--- src/rtl/seg_decoder.sv ---
// seg_decoder: recovers character codes from an active-low 7-segment drive
// bus (bit7 = decimal point, bits 6:0 = segments g..a).
// A pattern must be seen STABLE_CYCLES times in a row before it is decoded.
// The result is then presented with a valid/ready handshake.
// Optional feature: define SEG_DECODER_ERRCNT_EN to count accepted characters
// that did not match the decode table (saturating at 255). When the macro is
// not defined, err_count is tied to 0.
//
// state | meaning
// TRACK | watching led for a stable pattern that is new
// EMIT  | presenting a latched character, waiting for out_ready
module seg_decoder #(
    parameter int STABLE_CYCLES = 4
) (
    input  logic       clk,
    input  logic       reset,
    input  logic [7:0] led,
    input  logic       alpha,
    output logic       out_valid,
    input  logic       out_ready,
    output logic [7:0] value,
    output logic       known,
    output logic       dp,
    output logic [7:0] err_count
);

    typedef enum logic {
        TRACK = 1'b0,
        EMIT  = 1'b1
    } state_t;

    localparam logic [7:0] CNT_MAX = 8'(STABLE_CYCLES - 1);
    // With a single required sample the live bus is trusted immediately,
    // so a pattern can be emitted on the first cycle it appears.
    localparam bit ONE_SHOT = (STABLE_CYCLES == 1);

    state_t     state_q, state_d;
    logic [7:0] cand_q, cand_d;
    logic [7:0] cnt_q, cnt_d;
    logic [7:0] value_q, value_d;
    logic       known_q, known_d;
    logic       dp_q, dp_d;
    logic       first_q, first_d;
    logic [7:0] last_q, last_d;
    logic [7:0] emit_q, emit_d;

    logic [7:0] dec_value;
    logic       dec_known;
    logic       stable;
    logic       new_pat;

    // Table lookup on the live segment bits; alpha picks letters for shapes
    // that are also hex digits.
    always_comb begin
        dec_value = 8'hFF;
        dec_known = 1'b1;
        case (led[6:0])
            7'b1111111: dec_value = 8'd127;
            7'b0100100: dec_value = 8'd2;
            7'b0110000: dec_value = 8'd3;
            7'b0011001: dec_value = 8'd4;
            7'b0000010: dec_value = 8'd6;
            7'b1111000: dec_value = 8'd7;
            7'b0000000: dec_value = 8'd8;
            7'b0010000: dec_value = 8'd9;
            7'b0000011: dec_value = 8'd11;
            7'b0000110: dec_value = 8'd14;
            7'b0001110: dec_value = 8'd15;
            7'b1001000: dec_value = 8'd78;
            7'b0001100: dec_value = 8'd80;
            7'b0000111: dec_value = 8'd84;
            7'b0001001: dec_value = 8'd88;
            7'b1000000: dec_value = alpha ? 8'd79 : 8'd0;
            7'b1111001: dec_value = alpha ? 8'd73 : 8'd1;
            7'b0010010: dec_value = alpha ? 8'd83 : 8'd5;
            7'b0001000: dec_value = alpha ? 8'd65 : 8'd10;
            7'b1000110: dec_value = alpha ? 8'd67 : 8'd12;
            7'b0100001: dec_value = alpha ? 8'd68 : 8'd13;
            default: begin
                dec_value = 8'hFF;
                dec_known = 1'b0;
            end
        endcase
    end

    // Next-state: candidate/stability tracking plus the TRACK/EMIT handshake.
    always_comb begin
        state_d = state_q;
        cand_d  = cand_q;
        cnt_d   = cnt_q;
        value_d = value_q;
        known_d = known_q;
        dp_d    = dp_q;
        first_d = first_q;
        last_d  = last_q;
        emit_d  = emit_q;

        if (led != cand_q) begin
            cand_d = led;
            cnt_d  = 8'd0;
        end else if (cnt_q != CNT_MAX) begin
            cnt_d = cnt_q + 8'd1;
        end

        stable  = ONE_SHOT | ((led == cand_q) && (cnt_q == CNT_MAX));
        new_pat = first_q | (led != last_q);

        case (state_q)
            TRACK: begin
                if (stable && new_pat) begin
                    state_d = EMIT;
                    value_d = dec_value;
                    known_d = dec_known;
                    dp_d    = ~led[7];
                    emit_d  = led;
                end
            end
            EMIT: begin
                if (out_ready) begin
                    state_d = TRACK;
                    last_d  = emit_q;
                    first_d = 1'b0;
                end
            end
            default: state_d = TRACK;
        endcase
    end

    // State and datapath registers with synchronous reset.
    always_ff @(posedge clk) begin
        if (reset) begin
            state_q <= TRACK;
            cand_q  <= 8'hFF;
            cnt_q   <= 8'd0;
            value_q <= 8'd0;
            known_q <= 1'b0;
            dp_q    <= 1'b0;
            first_q <= 1'b1;
            last_q  <= 8'hFF;
            emit_q  <= 8'hFF;
        end else begin
            state_q <= state_d;
            cand_q  <= cand_d;
            cnt_q   <= cnt_d;
            value_q <= value_d;
            known_q <= known_d;
            dp_q    <= dp_d;
            first_q <= first_d;
            last_q  <= last_d;
            emit_q  <= emit_d;
        end
    end

    assign out_valid = (state_q == EMIT);
    assign value     = value_q;
    assign known     = known_q;
    assign dp        = dp_q;

`ifdef SEG_DECODER_ERRCNT_EN
    logic [7:0] err_q;

    // Count unknown characters as they are handed over, stopping at 255.
    always_ff @(posedge clk) begin
        if (reset) begin
            err_q <= 8'd0;
        end else if ((state_q == EMIT) && out_ready && !known_q && (err_q != 8'hFF)) begin
            err_q <= err_q + 8'd1;
        end
    end

    assign err_count = err_q;
`else
    assign err_count = 8'd0;
`endif

endmodule

--- config.mk ---
export PLATFORM = sky130hd
export DESIGN_NAME = seg_decoder
export DESIGN_NICKNAME = d
export VERILOG_FILES = /design/src/rtl/seg_decoder.sv
export SDC_FILE = /design/constraint.sdc
export NUM_CORES = 1
export LEC_CHECK = 0
export ABC_AREA = 1
export CORE_ASPECT_RATIO = 1.5
export CORE_UTILIZATION = 45
export CTS_CLUSTER_SIZE = 24
export DETAILED_ROUTE_END_ITERATION = 10
export PLACE_DENSITY = 0.63
export REMOVE_ABC_BUFFERS = 1
export SETUP_SLACK_MARGIN = 0.02
export SLEW_MARGIN = 10
export SYNTH_ARGS = -nofsm -noshare
export SYNTH_HDL_FRONTEND = slang
export SYNTH_SLANG_ARGS = --single-unit
--- constraint.sdc ---
create_clock -name clk -period 4.9 [get_ports clk]
set_clock_uncertainty 0.05 [all_clocks]
set_input_delay 1.225 -clock clk [delete_from_list [all_inputs] [get_ports clk]]
set_output_delay 1.225 -clock clk [all_outputs]
set_load 0.02 [all_outputs]
# Yosys cells after proc, flatten, opt, wreduce, memory -nomap -nowiden
# Index checks and enable logic that the tools add are counted.
[op_classes]
addsub = 1
reduce_logical = 7
eq_ne = 25
n_bitwise = 3
n_mux = 11
[ops]
columns = ["operator", "count"]
rows = [
  ["$pmux 8 s21", 1],
  ["$eq 7x7->1 const B", 6],
  ["$mux 7", 6],
  ["$eq 7x4->1 const B", 4],
  ["$eq 7x5->1 const B", 3],
  ["$eq 7x6->1 const B", 3],
  ["$reduce_or 21->1", 1],
  ["$ne 8x8->1", 2],
  ["$eq 7x2->1 const B", 2],
  ["$eq 7x3->1 const B", 2],
  ["$add 8x1->8 const B", 1],
  ["$eq 8x2->1 const B", 1],
  ["$eq 8x8->1", 1],
  ["$ne 8x2->1 const B", 1],
  ["$logic_not 7->1", 1],
  ["$reduce_and 2->1", 2],
  ["$mux 1", 3],
  ["$logic_and 1x1->1", 2],
  ["$not 1->1", 2],
  ["$pmux 1 s2", 1],
  ["$reduce_or 2->1", 1],
  ["$or 1x1->1", 1],
]
[totals]
regBits = 44

# Longest topological paths before layout
# Gate-level depths: netlist (run 1).
[depth]
ltp_word = 5
depth_mapped = 13
mapped_depth_nobuf = 12

# Worst setup path before layout (run 1)
# No wires, ideal clock.
[synth_path]
kind = "input -> register"
startpoint = "input port led[2]"
endpoint = "register emit_q[6]"
path_stages = 12
setup_time_ns = 0.137
arrival_ns = 2.328
required_ns = 4.713
path_slack_ns = 2.385
cell_sequence = "buf_4 > inv_1 > nand2_1 > o21ai_0 > nor2_1 > nand3_1 > nor2_4 > nor2_8 > inv_4 > buf_8 > nand2_2 > o211ai_2"
[synth_between]
elab_chain_len = 4
elab_cells_between_ends = 6
cone_classes = "2 x eq/ne; 1 x bitwise; 3 x reduce/logical"
[synth_lines]
columns = ["element", "line", "rtl"]
rows = [
  ["start: declaration", "17", "input logic [7:0] led,"],
  ["$ne 8x8->1 or $eq 8x8->1 (tied branches)", "106, 105", ""],
  ["$or 1x1->1 or $logic_and 1x1->1 (tied branches)", "106, 105", ""],
  ["$logic_and 1x1->1 *", "110", "if (stable && new_pat) begin"],
  ["$reduce_and 2->1 (no source line) *", "-", ""],
  ["end signal: assignment", "150", "emit_q <= emit_d;"],
  ["end: declaration", "45", "logic [7:0] emit_q, emit_d;"],
]
# Mark *: on every way between the ends. The rest lies on a longest branch, timed or not.
# A chain may end at the register's enable or synchronous reset.

# Worst setup path in the final report (run 1)
[layout_path]
startpoint = "input port led[1]"
endpoint = "register emit_q[7]"
# The elaborated chain is that of the path after synthesis.

==> qor.txt, run 1 <==
Status = finished clean
Clock network power share = 35.3%
RePlAce Congestion = 0.939
Leak = 1.48 nW
Critical Path AT = 3290 ps
Initial DRC count = 132
Comb pwr share = 11.7%
Sw Share = 26.8%
Synth Register Bits = 44
Async SR Flop Fraction = 0%
R2R setup slack = 2920 ps
Worst Setup End Kind = flip-flop
Diode count = 0
CP Launch Type = input pin
Starting Density = 47.3%
Sink Count = 44
Leading cell type in the layout, fill and taps excluded = nand2_1
Drt drc = 0
Vias in the first global route = 2433
Slew Viols, Final = 0
RSZ-0062 raised after global routing = no
Count of cell types in the netlist = 36
Nets = 442
Hold Path Class = flip-flop to flip-flop
EDFF count, synth = 0
Largest net degree at the start of global routing = 20
Flop pwr share = 53.0%
CTS Buf Count = 5
GR Util All Layers = 23.3%
CTS resizes = 0
Clock transition at the registers of the reported paths = 80 ps
Routed WL = 6.43 mm
MaxCap Viol Count = 0
HPWL Detailed = 5.06 mm
Final period util = 63.1%
WHS Path Cells = 2
CP max-delay cell = clkdlybuf4s50_1
Final Hold Fails = 0
Filler cell count = 586
Post-CTS Setup Inserts = 0
Worst VDD drop = 0.160 mV
Via-to-Cell Ratio = 5.01
Mapped cell area = 2620 µm²
Cell Int Power = 0.000500 W
CP Cell Sequence = clkdlybuf4s50_1, inv_2, nand2_1, nand2_1, nand3_2, nor2_4, nand3_4, nor2_8, inv_4, nor2_1, nor2_1, nand2_1
Total core area = 5530 µm²
Sum Neg Setup Slack = 0 ps
Critical R2R Launch = cnt_q[0]
Die W = 64.3 µm
Achievable frequency = 323 MHz
Ys flop type = dfxtp_1
WL/cell = 12.9 µm
Root Buffer = clkbuf_8
Hold buffer count at cts = 0
Fin crit period = 3090 ps
PD cells = 232 nW/µm²
CP Data Required Time = 5100 ps
Routed Antenna Nets = 0
Port Buffers = 22
Share of cells above drive strength 1 = 8.84%
CTS tree = done
Worst-Skew Late Latency = 300 ps
Worst Hold End = last_q[4]
First-pass GRT wire length = 11.0 mm
Register area share after synthesis = 33.7%
Ys Warns = 0
Kind of critical path = input pin to flip-flop
Row cnt = 33
P&R area growth vs syn = 12.3%
Worst reg-to-reg path cell count = 9
Ports = 31
HP Start = emit_q[4]
Reg area = 881 µm²
Worst path max stage delay = 540 ps
Area after DPL = 2850 µm²
Die height = 95.4 µm
First-pass detailed-route iteration total = 4
Final setup viols = 0
Total gr overflow = 0
Reg-to-Reg End = emit_q[7]
Most used cell, CP = nand2_1
Worst-path maximum fanout = 19
Initial antenna violation count = 0
Via Count = 2504
Design area = 2940 µm²
Post-synthesis cell count = 408
Multi-input gate area = 1480 µm²
H-Tree Depth = 2
Die area = 6130 µm²
Sw Pwr = 0.000183 W
Mean cell area of the mapped netlist = 6.42 µm²
Commonest cells after routing, fill and taps aside = nand2_1 (122), nor2_1 (91), dfxtp_1 (44)
Max clock buf depth = 2
==> layer usage <==
metal / GRT usage (%) / share of wire [%] / up-vias
li1: - / - / 1302
met1: 23.8 / 39 / 1103
met2: 44.0 / 54 / 77
met3: 3.83 / 3.3 / 22
met4: 13.0 / 4.4 / 0
met5: 0 / 0 / -
==> registers in the layout, summed over array words and instances, names as in the netlist <==
signal     count
cand_q         8
cnt_q          8
dp             1
emit_q         8
first_q        1
known          1
last_q         8
out_valid      1
value          8
==> critical path, delay by kind of cell <==
family | cells | cell delay, ps
buffers and inverters | 3 | 900
and+or+nand+nor | 9 | 1170
==> logic make-up after synthesis <==
logic type	synth area share (%)
DFF	33.7
buffers and inverters	10.8
xor gates and xnor gates	3.01
and+or+nand+nor	43.6
AOI/OAI and AO/OA	8.32
adders and majority gates	0.478
other	0.143
==> cell usage after synthesis, types with 3 or more instances <==
master    count  area share [%]
nor3_1        3            0.57
o21ai_0       6             1.1
xnor2_1       7             2.3
inv_2         6            0.86
o211ai_1      4             1.1
nor3b_1       3            0.86
buf_4         9             2.6
inv_1        36             5.2
nand3_1      22             4.2
nor2_1       91              13
nand2_1     122              17
dfxtp_1      44              34
clkbuf_1      4            0.57
nand4_1       8             1.9
a21oi_1       6             1.1
nand2_2       4            0.96
o211ai_2      7             3.3
nand3_2       3             1.1
==> worst max-delay path by stage <==
stage | end | cells after the start | from | slack, ps
global placement | dp | 9 | led[3] | 1520
CTS | emit_q[7] | 12 | led[1] | 1800
global route | emit_q[7] | 11 | led[3] | 1610
finish | emit_q[7] | 12 | led[1] | 1810
detailed placement | emit_q[7] | 12 | led[1] | 1480
floorplan | dp | 10 | led[1] | 2450
==> per-stage QoR <==
step           hold slack [ps]  setup WS (ps)  instances  total power, W  utilization (%)
2_1_floorplan              370           2450        399        0.000420                -
3_3_place_gp               384           1520        492        0.000450             51.4
3_5_place_dp               404           1480        492        0.000450             51.4
4_1_cts                    422           1800        500        0.000693             53.1
5_1_grt                    451           1610        500        0.000716             53.1
6_report                   419           1810        500        0.000683             53.1
==> power groups by stage <==
stage | Clock (W) | Sequential, W | Combinational (W)
after floorplan | 0 | 0.000371 | 0.0000493
after global placement | 0 | 0.000371 | 0.0000797
after detailed placement | 0 | 0.000371 | 0.0000794
after CTS | 0.000251 | 0.000362 | 0.0000797
after global routing | 0.000264 | 0.000363 | 0.0000888
final | 0.000241 | 0.000362 | 0.0000797
==> cell type report <==
cell class / count / area share (%)
multi-input combinational: 311 / 50.4
inverter: 44 / 5.70
sequential: 44 / 30.0
clock buffer: 7 / 2.94
tap: 70 / 2.98
timing repair buffer: 23 / 7.75
clock inverter: 1 / 0.255
Note: power is estimated with default switching activity, not from simulation.
==> run 2, diff against run 1 <==
--- a/config.mk
+++ b/config.mk
@@ -10,7 +10,7 @@
 export CORE_UTILIZATION = 45
 export CTS_CLUSTER_SIZE = 24
 export DETAILED_ROUTE_END_ITERATION = 10
-export PLACE_DENSITY = 0.63
+export PLACE_DENSITY = 0.66
 export REMOVE_ABC_BUFFERS = 1
 export SETUP_SLACK_MARGIN = 0.02
 export SLEW_MARGIN = 10
==> constraint.sdc (replaced) <==
create_clock -name clk -period 2.6 [get_ports clk]
set_clock_uncertainty 0.05 [all_clocks]
set_input_delay 0.65 -clock clk [delete_from_list [all_inputs] [get_ports clk]]
set_output_delay 0.65 -clock clk [all_outputs]
set_load 0.02 [all_outputs]
==> run 2 against run 1 <==
Against the previous run: die area unchanged; critical path depth shrank 1; via count increased by 2.6%; count of clock-buffer cells in the layout down 1; first-iteration DRC count decreased by 27%; critical path type unchanged; highest routed layer unchanged.
==> qor.txt, run 2 (same netlist as run 1, synthesis figures left out) <==
Sw Pwr = 0.000360 W (+96%)
Leading cell type in the layout, fill and taps excluded = nand2_1
Hold buffer count at cts = 0 (unchanged)
Max clock buf depth = 2 (unchanged)
Row cnt = 33 (unchanged)
Achievable frequency = 433 MHz
Die area = 6130 µm² (unchanged)
First-pass detailed-route iteration total = 4 (unchanged)
RSZ-0062 raised after global routing = no
WL/cell = 12.2 µm (-5.0%)
Vias in the first global route = 2557 (+5.1%)
PD cells = 436 nW/µm² (+87%)
P&R area growth vs syn = 24.5%
Initial DRC count = 96 (-27%)
H-Tree Depth = 2 (unchanged)
Root Buffer = clkbuf_8
CP Cell Sequence = clkdlybuf4s50_1, inv_1, nand2_1, nor2_1, o21ai_1, nand2_1, nor2_1, nand3_2, nand3_1, nand2_1, inv_1
CTS Buf Count = 5 (unchanged)
Die W = 64.3 µm (unchanged)
Leak = 1.67 nW (+13%)
Clock network power share = 39.6% (+4.3 points)
Total core area = 5530 µm² (unchanged)
Worst VDD drop = 0.364 mV (+130%)
Worst-Skew Late Latency = 300 ps (about the same)
Slew Viols, Final = 0 (unchanged)
Commonest cells after routing, fill and taps aside = nand2_1 (122), nor2_1 (91), dfxtp_1 (44)
Buffer and inverter count on the worst path = 3 (unchanged)
Critical R2R Launch = cnt_q[0]
WP depth = 11 (-1)
Most used cell, CP = nand2_1
Nets = 476 (+7.7%)
Worst Setup End Kind = flip-flop
Ports = 31 (unchanged)
Post-CTS Setup Inserts = 0 (unchanged)
Sw Share = 25.3% (-1.5 points)
Hold Path Class = flip-flop to flip-flop
RePlAce Congestion = 0.896 (-4.6%)
First-pass GRT wire length = 11.1 mm (+0.81%)
Status = finished clean
Total gr overflow = 0 (unchanged)
Critical path's top delay family = simple AND/OR/NAND/NOR gates
R2R setup slack = 750 ps (-2170 ps)
Final period util = 88.9%
CTS tree = done
Via-to-Cell Ratio = 4.81 (-4.0%)
Reg-to-Reg End = emit_q[4]
Kind of critical path = input pin to flip-flop
Diode count = 0 (unchanged)
CP Data Required Time = 2810 ps (-2290 ps)
CP max-delay cell = clkdlybuf4s50_1
Share of cells above drive strength 1 = 15.7% (+6.9 points)
Critical Path AT = 2520 ps (-770 ps)
Starting Density = 47.3% (unchanged)
Area after DPL = 3140 µm² (+10%)
Worst reg-to-reg path cell count = 9 (unchanged)
Cell Int Power = 0.00106 W (+110%)
Largest net degree at the start of global routing = 27 (+35%)
MaxCap Viol Count = 0 (unchanged)
CP Launch Type = input pin
Design area = 3260 µm² (+11%)
Routed WL = 6.52 mm (+1.5%)
Final Hold Fails = 0 (unchanged)
Final setup viols = 0 (unchanged)
Sum Neg Setup Slack = 0 ps (unchanged)
Port Buffers = 22 (unchanged)
GR Util All Layers = 23.3% (+0.063 points)
Routed Antenna Nets = 0 (unchanged)
Sink Count = 44 (unchanged)
Die height = 95.4 µm (unchanged)
CTS resizes = 0 (unchanged)
Via Count = 2568 (+2.6%)
Initial antenna violation count = 0 (unchanged)
HPWL Detailed = 5.38 mm (+6.3%)
Fin crit period = 2310 ps
Worst-path maximum fanout = 8 (-11)
Worst Setup SP = led[3]
Worst path max stage delay = 600 ps (+60 ps)
Flop pwr share = 48.1% (-4.9 points)
Setup crit end = value[2]
Clock transition at the registers of the reported paths = 90 ps (about the same)
Comb pwr share = 12.3% (+0.6 points)
Drt drc = 0 (unchanged)
Pwr Total = 0.00142 W (+110%)
Filler cell count = 558 (-4.8%)
[run 2: changes by cell type in the layout (fill, tap and decap cells not counted), sizes merged]
cell / before / now
bufinv: 0 / 1
clkinvlp: 1 / 0
clkinv: 1 / 2
clkbuf: 7 / 6
buf: 1 / 35
[run 2: cell type report]
| cell class | count | area, µm² | area share (%) |
|---|---|---|---|
| Multi-Input combinational cell | 311 | 1480 | 45.5 |
| Inverter | 44 | 168 | 5.14 |
| Clock buffer | 6 | 82.6 | 2.53 |
| Timing Repair Buffer | 57 | 520 | 16.0 |
| Tap cell | 70 | 87.6 | 2.69 |
| Clock inverter | 2 | 38.8 | 1.19 |
| Sequential cell | 44 | 881 | 27.0 |
[run 2: power by group through the flow]
stage / sequential (W) / clock, W / combinational, W
floorplan: 0.000698 / 0 / 0.0000929
global route: 0.000684 / 0.000596 / 0.000193
finish: 0.000683 / 0.000563 / 0.000175
detailed placement: 0.000699 / 0 / 0.000174
CTS: 0.000683 / 0.000575 / 0.000175
global placement: 0.000698 / 0 / 0.000174
[run 2: worst min-delay path by stage]
stage	from	to	slack (ps)	depth (start not counted)
6_report	first_q	first_q	420	2
5_1_grt	emit_q[7]	emit_q[7]	440	2
4_1_cts	first_q	first_q	420	2
3_5_place_dp	emit_q[2]	emit_q[2]	400	2
3_3_place_gp	emit_q[5]	last_q[5]	390	2
2_1_floorplan	first_q	first_q	370	2
[run 2: worst register-to-register path, cell delays in order (launching register included)]
cell and delay (ps):
dfxtp_1 380, ha_1 200, nand4_1 230, nor2_1 240
nand3_4 120, nor2_8 150, inv_4 70, buf_4 160
nand2_1 70, o211ai_2 70
[run 2: layer usage]
layer	global-route usage, %	vias to the layer above	part of all wire, %
met2	45.4	41	54
li1	-	1368	-
met4	11.7	0	4.2
met3	3.47	20	1.7
met5	0	-	0
met1	23.5	1139	40
[run 2: metrics by stage]
step | util [%] | setup WS (ps) | cells | hold WS, ps
after floorplan | - | 726 | 399 | 370
after global placement | 56.7 | 1.95 | 526 | 385
after detailed placement | 56.7 | -12.1 | 526 | 403
after CTS | 58.9 | 300 | 534 | 420
after global routing | 58.9 | 122 | 534 | 445
final | 58.9 | 289 | 534 | 418
